`src/rtl/mux_sel_sequencer.sv`:
```
// mux_sel_sequencer: picks one of four requesters and drives the select pair {s1,s0} of a
// 4:1 mux datapath with the winning index. A grant is held until the consumer acks, the
// requester drops, or HOLD_MAX valid cycles have passed. The last case is a forced
// release and is flagged by a one-cycle timeout pulse. All outputs are registered.
// There is always one idle cycle between two grants.
//
// Optional feature macro: RR_PRIORITY_EN
//   defined   : rotating priority. The search starts at the index after the last winner.
//   undefined : fixed priority. req[0] is highest and req[3] is lowest.
//
// Ports:
//   i_clk      clock, rising edge
//   i_rst      asynchronous active-high reset
//   i_req[3:0] request per mux input
//   i_ack      consumer accepted the current selection (sampled only while o_valid=1)
//   o_s0/o_s1  mux select, index = {o_s1,o_s0}; held through the idle gap
//   o_grant    one-hot grant, zero when not valid
//   o_valid    selection is live
//   o_timeout  one-cycle pulse after a forced (HOLD_MAX) release
module mux_sel_sequencer #(
  parameter int unsigned HOLD_MAX = 8
) (
  input  logic       i_clk,
  input  logic       i_rst,
  input  logic [3:0] i_req,
  input  logic       i_ack,
  output logic       o_s0,
  output logic       o_s1,
  output logic [3:0] o_grant,
  output logic       o_valid,
  output logic       o_timeout
);

  localparam int unsigned CNT_W = $clog2(HOLD_MAX + 1);

  typedef enum logic [0:0] {StIdle, StGrant} state_e;

  state_e           r_state, w_state_d;
  logic [CNT_W-1:0] r_cnt, w_cnt_d;
  logic [1:0]       r_last, w_last_d;
  logic [1:0]       r_sel, w_sel_d;
  logic [3:0]       r_grant, w_grant_d;
  logic             r_valid, w_valid_d;
  logic             r_timeout, w_timeout_d;

  logic [1:0]       w_win;
  logic             w_any_req;
  logic             w_req_w;
  logic             w_hold_end;
  logic             w_release;
  logic             w_timeout_rel;

  assign w_any_req     = |i_req;
  assign w_req_w       = i_req[r_sel];
  assign w_hold_end    = (r_cnt == CNT_W'(HOLD_MAX - 1));
  assign w_release     = i_ack | ~w_req_w | w_hold_end;
  // A forced release only counts as a timeout when nothing else ended the grant.
  assign w_timeout_rel = w_hold_end & ~i_ack & w_req_w;

  // Winner search over the current request vector.
`ifdef RR_PRIORITY_EN
  always_comb begin
    logic [1:0] idx;
    logic       found;
    w_win = 2'd0;
    found = 1'b0;
    idx   = 2'd0;
    for (int k = 1; k <= 4; k++) begin
      idx = r_last + 2'(k);
      if (!found && i_req[idx]) begin
        w_win = idx;
        found = 1'b1;
      end
    end
  end
`else
  always_comb begin
    w_win = 2'd0;
    // Descending scan so the lowest set index is the last one written.
    for (int k = 3; k >= 0; k--) begin
      if (i_req[k]) w_win = 2'(k);
    end
  end
`endif

  // State register and registered outputs.
  always_ff @(posedge i_clk or posedge i_rst) begin
    if (i_rst) begin
      r_state   <= StIdle;
      r_cnt     <= '0;
      r_last    <= 2'd3;
      r_sel     <= 2'd0;
      r_grant   <= 4'b0000;
      r_valid   <= 1'b0;
      r_timeout <= 1'b0;
    end else begin
      r_state   <= w_state_d;
      r_cnt     <= w_cnt_d;
      r_last    <= w_last_d;
      r_sel     <= w_sel_d;
      r_grant   <= w_grant_d;
      r_valid   <= w_valid_d;
      r_timeout <= w_timeout_d;
    end
  end

  // Next-state logic.
  always_comb begin
    w_state_d = r_state;
    unique case (r_state)
      StIdle:  if (w_any_req) w_state_d = StGrant;
      StGrant: if (w_release) w_state_d = StIdle;
      default: w_state_d = StIdle;
    endcase
  end

  // Next values of the registered outputs and bookkeeping.
  always_comb begin
    w_cnt_d     = '0;
    w_last_d    = r_last;
    w_sel_d     = r_sel;
    w_grant_d   = 4'b0000;
    w_valid_d   = 1'b0;
    w_timeout_d = 1'b0;
    unique case (r_state)
      StIdle: begin
        if (w_any_req) begin
          w_valid_d = 1'b1;
          w_grant_d = 4'b0001 << w_win;
          w_sel_d   = w_win;
        end
      end
      StGrant: begin
        if (w_release) begin
          // Select stays on the old winner so the mux output is stable in the gap.
          w_last_d    = r_sel;
          w_timeout_d = w_timeout_rel;
        end else begin
          w_valid_d = 1'b1;
          w_grant_d = r_grant;
          w_cnt_d   = r_cnt + 1'b1;
        end
      end
      default: ;
    endcase
  end

  assign o_s0      = r_sel[0];
  assign o_s1      = r_sel[1];
  assign o_grant   = r_grant;
  assign o_valid   = r_valid;
  assign o_timeout = r_timeout;

endmodule

```
`config.mk`:
```
export PLATFORM = sky130hd
export DESIGN_NAME = mux_sel_sequencer
export DESIGN_NICKNAME = d
export VERILOG_FILES = /design/src/rtl/mux_sel_sequencer.sv
export SDC_FILE = /design/constraint.sdc
export NUM_CORES = 1
export LEC_CHECK = 0
export ABC_AREA = 1
export CORE_UTILIZATION = 42
export CTS_CLUSTER_DIAMETER = 40
export DETAILED_ROUTE_END_ITERATION = 6
export HOLD_SLACK_MARGIN = 0.12
export PLACE_DENSITY = 0.72
export SLEW_MARGIN = 15
export SYNTH_ARGS = -nofsm -noshare
export SYNTH_HDL_FRONTEND = slang
export SYNTH_SLANG_ARGS = --single-unit
```
`constraint.sdc`:
```
create_clock -name i_clk -period 1.1 [get_ports i_clk]
set_input_delay 0.33 -clock i_clk [delete_from_list [all_inputs] [get_ports i_clk]]
set_output_delay 0.33 -clock i_clk [all_outputs]
set_load 0.02 [all_outputs]
```
---- Word-level counts from Yosys, hierarchy flattened ----
Index checks and enable logic that the tools add are counted.
storage, ports and cells
  register bits ........................... 12
  output and inout port bits .............. 8
  bits of input ports ..................... 7
  word-level logic and storage cells ...... 35
operators by class
  equality and inequality tests ........... 2
  reductions and logical operators ........ 2
  magnitude comparators ................... 1
  shift-type cells ........................ 1
  multiplexer cells ....................... 16
  bitwise logic cells ..................... 7
  add/subtract/negate cells ............... 1
operators by type and width
  kind                   number
  $mux W4                4
  $mux W2                4
  $pmux W4 S2            1
  $mux W1                5
  $add A4 B1 Y4 const B  1
  $eq A4 B3 Y1 const B   1
  $reduce_or A4 Y1       1
  $shl A1 B2 Y4 const A  1
  $lt A2 B3 Y1 const B   1
  $not A1 Y1             3
  $and A1 B1 Y1          2
  $bmux W1 S2            1
  $ne A2 B1 Y1 const B   1
  $or A1 B1 Y1           2
  $pmux W1 S2            1
  $reduce_and A2 Y1      1

---- Longest topological paths before layout ----
Gate-level depths: netlist (run 1).
  depth in word-level cells ............... 7
  gate-level depth with buffers ........... 6
  gate-level depth less buffers ........... 6

---- Least setup slack after synthesis (run 1) ----
No wires, ideal clock.
  kind .................................... reg2reg
  from .................................... register r_cnt[0]
  to ...................................... register r_cnt[0]
  cell stages (with the launch flop) ...... 7
  path slack .............................. 0.000 ns
  arrival time ............................ 1.031 ns
  required time ........................... 1.031 ns
  period minus slack after synthesis ...... 1.100 ns
  buffers on the path ..................... 0
  setup time .............................. 0.069 ns
  cell sequence ........................... dfrtp_1 ha_1 nand2_1 nor2_2 nor2_4 nand3_4 nor2_2
between the ends
  word-level cells in the longest chain between the ends .. 4
  elaborated cells on any way between the ends .. 5
  classes of those cells .................. add/sub (1); eq/ne (1); mux (2); bitwise (1)
ends and longest elaborated chain
  element                                                line  text
  start, declared                                        39    logic [CNT_W-1:0] r_cnt, w_cnt_d;
  start signal, assigned                                 98    r_cnt <= w_cnt_d;
  branches (longest 2 deep; another with $add A4 B1 Y4)  -
  $mux W4 *                                              134   if (w_release) begin
  $mux W4 *                                              125   unique case (r_state)
  via w_cnt_d[0]                                         39
Mark *: on every way through the listed nets, which the timed path passes.
A chain may end at the register's enable or synchronous reset.

---- Worst setup path after layout (run 1) ----
  from .................................... register r_sel[1]
  to ...................................... output port o_s1
RTL lines
  element                 line  text
  start, declared         41    logic [1:0] r_sel, w_sel_d;
  start signal, assigned  100   r_sel <= w_sel_d;
  end, declared           28    output logic o_s1,
No word-level cell between the ends.

==> results of run 1 <==
[cell usage after synthesis, types with 2 or more instances]
| master | instances |
|---|---|
| dfrtp_1 | 12 |
| inv_1 | 11 |
| nand2_1 | 11 |
| nand4_1 | 5 |
| nor2_1 | 4 |
| nor2_2 | 4 |
| inv_2 | 2 |
| nand2_2 | 2 |
| nand3_1 | 2 |
| nand3_2 | 2 |
| nand3_4 | 2 |
[timing repair]
action / 4_1_cts / 5_1_grt
setup endpoints to repair: 20 / 18
gates resized for setup: 57 / 2
buffers inserted: 4 / 3
gates cloned: 0 / 0
pin swaps: 5 / 4
[metal layers]
metal,share of wire (%),GRT usage [%]
met5,0,0
met1,46,26.8
met3,4.9,8.33
met4,1.4,7.50
met2,47,34.5
[per-stage QoR]
stage | utilization [%] | total power, mW | setup slack, ns | setup TNS (ns)
finish | 73.5 | 2.01 | -0.0656 | -0.421
global route | 73.5 | 2.14 | -0.0965 | -1.19
CTS | 71.5 | 1.96 | -0.0691 | -0.422
detailed placement | 65.5 | 1.50 | -0.389 | -5.58
global placement | 65.5 | 1.48 | -0.345 | -5.06
floorplan | - | 1.10 | 0.00751 | 0
[cell families (layout without fill, tap and decap cells)]
| kind of cell | count (synthesis) | count (layout) |
|---|---|---|
| and+or+nand+nor | 35 | 35 |
| buffers and inverters | 13 | 51 |
| AOI/OAI and AO/OA | 4 | 4 |
| xor gates and xnor gates | 2 | 2 |
| adders and majority gates | 1 | 1 |
| DFF | 12 | 12 |
[area by class of cell]
| cell class | instances | area share, % |
|---|---|---|
| sequential | 12 | 30.3 |
| timing repair buffer | 34 | 30.1 |
| multi-input combinational | 42 | 28.9 |
| inverter | 13 | 5.17 |
| clock buffer | 4 | 3.66 |
| tap | 15 | 1.89 |
[power by group through the flow]
stage / registers, mW / clock network (mW) / logic (mW)
3_5_place_dp: 0.593 / 0 / 0.910
4_1_cts: 0.601 / 0.366 / 0.995
5_1_grt: 0.612 / 0.396 / 1.13
2_1_floorplan: 0.712 / 0 / 0.386
6_report: 0.603 / 0.360 / 1.05
3_3_place_gp: 0.591 / 0 / 0.891
[path summary, 6_finish.rpt]
| check | to | from | slack [ns] |
|---|---|---|---|
| hold / removal | r_sel[0] | i_rst | 0.34 |
| hold reg to reg | o_timeout | r_cnt[3] | 0.56 |
| setup / recovery | o_s1 | r_sel[1] | -0.07 |
| min in group i_clk | o_grant[2] | i_req[2] | 0.45 |
| max in group asynchronous | r_cnt[1] | i_rst | 0.60 |
| setup reg to reg | o_grant[1] | r_cnt[0] | -0.04 |
[sequential cells by signal (all words and copies together) (netlist names)]
register	count
r_sel	2
o_grant	4
o_valid	1
o_timeout	1
r_cnt	4
==> metrics.md, run 1 <==
| Metric | Value |
|---|---|
| Status | `finished, violations left` |
| Failing checks | `negative setup slack` |
| Normalized max-slew margin | `84.3%` |
| CTS tree | `done` |
| PortBufs | `14` |
| GPL Wtd Cong | `0.816` |
| Asr flop ratio synth | `100%` |
| FF/Latch Area | `300 um^2` |
| Compound-gate portion of the synthesized area | `4.60%` |
| First-pass GRT wire length | `2260 um` |
| Fmax | `858 MHz` |
| Synth Area in Adders | `2.00%` |
| R2R depth | `6` |
| Final Instance Count excl. Fillers | `120` |
| Clock Skew | `0.00437 ns` |
| Multi-input logic area | `287 um^2` |
| Via-to-Cell Ratio | `4.96` |
| Crit share post-route | `106%` |
| Synth area leader | `dfrtp_1` |
| Total I/O pin count | `15` |
| Total Wirelength | `1430 um` |
| Total grt overflow | `0` |
| #FFs+latches synth | `12` |
| Worst Path Arrival | `0.84 ns` |
| Root Buffer | `clkbuf_4` |
| Max-cap violations | `0` |
| CTS Buffer Depth | `2` |
| Yosys warns | `0` |
| Final instance area | `992 um^2` |
| Syn avg cell area | `9.34 um^2` |
| Slowest stage cell, crit path | `dfrtp_1` |
| Die height | `40.6 um` |
| Yosys cell types | `21` |
| Layout area overhead | `58.6%` |
| Commonest non-fill, non-tap cell in the layout | `buf_4` |
| Instance count on the critical path | `1` |
| H-tree Lvls | `1` |
| Clock Latency Late Sink | `0.28 ns` |
| Max IR drop VDD | `0.00106 V` |
| Count of pins over their slew limit | `0` |
| CP Launch Type | `flip-flop` |
| Hold buffers post-CTS | `0` |
| Global Route Usage Sum | `21.9%` |
| Post-synthesis sequential area ratio | `48.0%` |
| Post-Place Cells | `109` |
| Synthesized instance count | `67` |
| CP Capture Type | `primary output` |
| Unrepaired setup endpoints after global routing | `yes` |
| Largest family of logic cells by synthesized area | `simple AND/OR/NAND/NOR gates` |
| Post-synthesis mux area share | `0%` |
| Clk pwr share | `17.9%` |
| Worst min path class | `input pin to asynchronous set/reset pin` |
| ANT nets after route | `0` |
| Layout cells sized above 1 | `50.5%` |
| Pint | `1.24 mW` |
| Synth Area in Simple Gates | `34.8%` |
| Worst hold margin | `0.335 ns` |
| Number of global-route vias before repair | `534` |
| Antenna Cells | `0` |
| Fillers | `93` |
| Clock transition at path regs | `0.08 ns` |
| Sw Share | `38.1%` |
| Width of the die | `40.6 um` |
| Remaining design rule violation count | `0` |
| Combinational power share | `52.1%` |
| CP peak stage delay | `0.42 ns` |
| Final min period | `1.17 ns` |
| Most frequent cells in the layout | `19 x buf_4, 12 x dfrtp_1, 9 x inv_1, 9 x buf_6, 8 x nand2_1` |
| Pwr Density | `2020 nW/um^2` |
| Primary FF master, synth | `dfrtp_1` |
| Rows | `13` |
| Fin worst setup slack | `-0.0656 ns` |
| Tightest Pin Transition | `0.234 ns` |
| Largest delay contributor family on the critical path | `flip-flops` |
| Nets@finish | `114` |
| Sequential power share | `30.0%` |
| Antenna violations before repair | `0` |
| Worst setup path category | `flip-flop to primary output` |
| Post-synth top area share | `48.0%` |
| Switch Pwr | `0.766 mW` |
| Dpl hpwl | `1070 um` |
| Critical-path cell list | `buf_6` |
| Post-Syn Area | `626 um^2` |
| DRT iter0 DRCs | `18` |
| EDFF count, synth | `0` |
| Die footprint | `1650 um^2` |
| Wirelength per Cell | `12.0 um` |
| Critical Path RT | `0.77 ns` |
| Mapped Nets | `75` |
| Hold Fails Final Rpt | `0` |
| Largest net degree at the start of global routing | `13` |
| Synth Area in XOR/XNOR | `2.80%` |
| Crit-path max FO | `2` |
| CTS Buf Count | `3` |
| Core area | `1350 um^2` |
| Area contributors post-synth | `dfrtp_1 48%, inv_1 6.6%, nand2_1 6.6%, nand3_4 5.6%, nand4_1 5.0%` |
| Final setup violation count | `12` |
| Via count | `595` |
| Clock sink count | `12` |
| Placed cell areas | `885 um^2` |
| CP Buf/Inv Count | `1` |
| Initial Utilization | `46.3%` |
| First-pass DRT Iterations | `4` |
| Leakage | `0.518 nW` |
Note: power is estimated with default switching activity, not from simulation.
==> inputs of run 2 (changes only) <==
--- a/config.mk
+++ b/config.mk
@@ -11,6 +11,7 @@
 export DETAILED_ROUTE_END_ITERATION = 6
 export HOLD_SLACK_MARGIN = 0.12
 export PLACE_DENSITY = 0.72
+export REMOVE_ABC_BUFFERS = 1
 export SLEW_MARGIN = 15
 export SYNTH_ARGS = -nofsm -noshare
 export SYNTH_HDL_FRONTEND = slang
==> run 2 against run 1 <==
  * The flow still finishes with violations (negative setup slack)
  * Flip-flop and latch count stayed put
  * Maximum frequency is 2.9% higher
  * Routed wire length shrank 7.6%
  * Critical path depth did not move
  * Clock power down 30%
  * Global-route usage decreased by 2.4 points
  * Register-to-register slack about the same
  * First-iteration DRC count fell by 83%
  * Sequential share of layout area is 0.67 points lower
  * Power decreased by 4.2%
  * Critical path type unchanged
  * Critical endpoint is now o_grant[1]
==> metrics.md, run 2 (synthesis gave the netlist of run 1 again) <==
| Metric | Value |
|---|---|
| Clk pwr share | `13.1%` |
| Worst setup path category | `flip-flop to primary output` |
| CTS tree | `done` |
| Combinational power share | `55.8%` |
| Slowest stage cell, crit path | `dfrtp_1` |
| Status | `finished, violations left` |
| Total Wirelength | `1330 um` |
| H-tree Lvls | `1` |
| CP Launch Type | `flip-flop` |
| Crit share post-route | `103%` |
| Count of pins over their slew limit | `0` |
| First-pass DRT Iterations | `4` |
| Pwr Density | `1900 nW/um^2` |
| Final setup violation count | `9` |
| Setup TNS | `-0.218 ns` |
| Width of the die | `40.6 um` |
| Fmax | `883 MHz` |
| Failing checks | `negative setup slack` |
| Clock Latency Late Sink | `0.26 ns` |
| R2r setup slk | `-0.03 ns` |
| Most frequent cells in the layout | `22 x buf_4, 12 x dfrtp_1, 9 x inv_1, 9 x buf_6, 8 x nand2_1` |
| Switch Pwr | `0.732 mW` |
| Critical Path RT | `0.77 ns` |
| Clock transition at path regs | `0.06 ns` |
| Die footprint | `1650 um^2` |
| PortBufs | `14` |
| Commonest non-fill, non-tap cell in the layout | `buf_4` |
| Final min period | `1.13 ns` |
| Dpl hpwl | `995 um` |
| ANT nets after route | `0` |
| Fin worst setup slack | `-0.0328 ns` |
| CP Capture Type | `primary output` |
| Root Buffer | `clkbuf_4` |
| Remaining design rule violation count | `0` |
| Via count | `570` |
| Leakage | `0.532 nW` |
| Largest delay contributor family on the critical path | `flip-flops` |
| Largest net degree at the start of global routing | `13` |
| CP peak stage delay | `0.40 ns` |
| Tightest Pin Transition | `0.232 ns` |
| CTS Buffer Depth | `2` |
| Worst R2R Start | `r_cnt[1]` |
| FF/Latch Area | `300 um^2` |
| Initial Utilization | `46.3%` |
| Crit-path max FO | `2` |
| CTS Buf Count | `3` |
| Antenna violations before repair | `0` |
| Clock sink count | `12` |
| Pint | `1.19 mW` |
| Worst Path Arrival | `0.80 ns` |
| Unrepaired setup endpoints after global routing | `yes` |
| CP Buf/Inv Count | `1` |
| Clock Skew | `0.00117 ns` |
| Max IR drop VDD | `0.00123 V` |
| GPL Wtd Cong | `0.907` |
| Total grt overflow | `0` |
| First-pass GRT wire length | `2020 um` |
| Layout area overhead | `62.2%` |
| Placed cell areas | `897 um^2` |
| Hold Fails Final Rpt | `0` |
| Number of global-route vias before repair | `506` |
| Normalized max-slew margin | `84.5%` |
| Max-cap violations | `0` |
| Multi-input logic area | `297 um^2` |
| Rows | `13` |
| Via-to-Cell Ratio | `4.67` |
| Critical-path cell list | `buf_6` |
| Core area | `1350 um^2` |
| R2R depth | `6` |
| Reg-to-Reg End | `r_cnt[0]` |
| Die height | `40.6 um` |
| Final instance area | `1010 um^2` |
| Wirelength per Cell | `10.9 um` |
| Global Route Usage Sum | `19.4%` |
| Total I/O pin count | `15` |
| DRT iter0 DRCs | `3` |
| Sequential power share | `31.1%` |
| Fillers | `99` |
| Antenna Cells | `0` |
| Layout cells sized above 1 | `53.3%` |
| Nets@finish | `117` |
| Sw Share | `38.1%` |
| Worst min path class | `input pin to asynchronous set/reset pin` |
## run 2: how the worst max path moves through the flow
stage,slack (ns),start,to,cells after the start
after global routing,-0.09,r_cnt[0],r_cnt[0],6
final,-0.03,o_grant[1],o_grant[1],1
after global placement,-0.34,i_req[3],r_cnt[0],7
after detailed placement,-0.37,i_req[3],r_cnt[0],7
after floorplan,-0.00007,r_cnt[0],r_cnt[0],6
after CTS,-0.04,r_cnt[0],o_grant[2],6
## run 2: final cells by class
class | instances | area share (%)
multi-input cells | 42 | 29.2
clock buffers | 3 | 2.22
repair buffers | 37 | 32.1
inverters | 13 | 5.06
flip-flops and latches | 12 | 29.6
well taps | 15 | 1.85
## run 2: metal layers
layer / track usage (%) / wire [um] / vias to the layer above
li1: - / - / 297
met1: 21.8 / 561 / 260
met2: 32.1 / 693 / 11
met3: 10.0 / 61 / 2
met4: 5.00 / 8 / 0
met5: 0 / 0 / -
## run 2: power groups by stage
stage	logic, mW	clock network [mW]	registers, mW
4_1_cts	0.967	0.266	0.594
2_1_floorplan	0.393	0	0.712
6_report	1.07	0.253	0.598
5_1_grt	1.16	0.289	0.607
3_3_place_gp	0.912	0	0.585
3_5_place_dp	0.920	0	0.587
## run 2: what timing repair did
| action | 4_1_cts | 5_1_grt |
|---|---|---|
| setup endpoints to repair | 20 | 20 |
| hold endpoints to repair | 0 | 0 |
| setup buffers | 4 | 4 |
| hold buffers | 0 | 0 |
| pin swaps | 4 | 9 |
| gates resized for setup | 53 | 10 |
## run 2: through the flow
step | util, % | power (mW) | setup WS (ns) | cells | hold slack, ns
after floorplan | - | 1.10 | -0.0000725 | 67 | 0.195
after global placement | 66.5 | 1.50 | -0.342 | 111 | 0.525
after detailed placement | 66.5 | 1.51 | -0.366 | 111 | 0.525
after CTS | 71.0 | 1.83 | -0.0354 | 118 | 0.344
after global routing | 75.2 | 2.06 | -0.0911 | 122 | 0.357
final | 75.2 | 1.92 | -0.0328 | 122 | 0.348
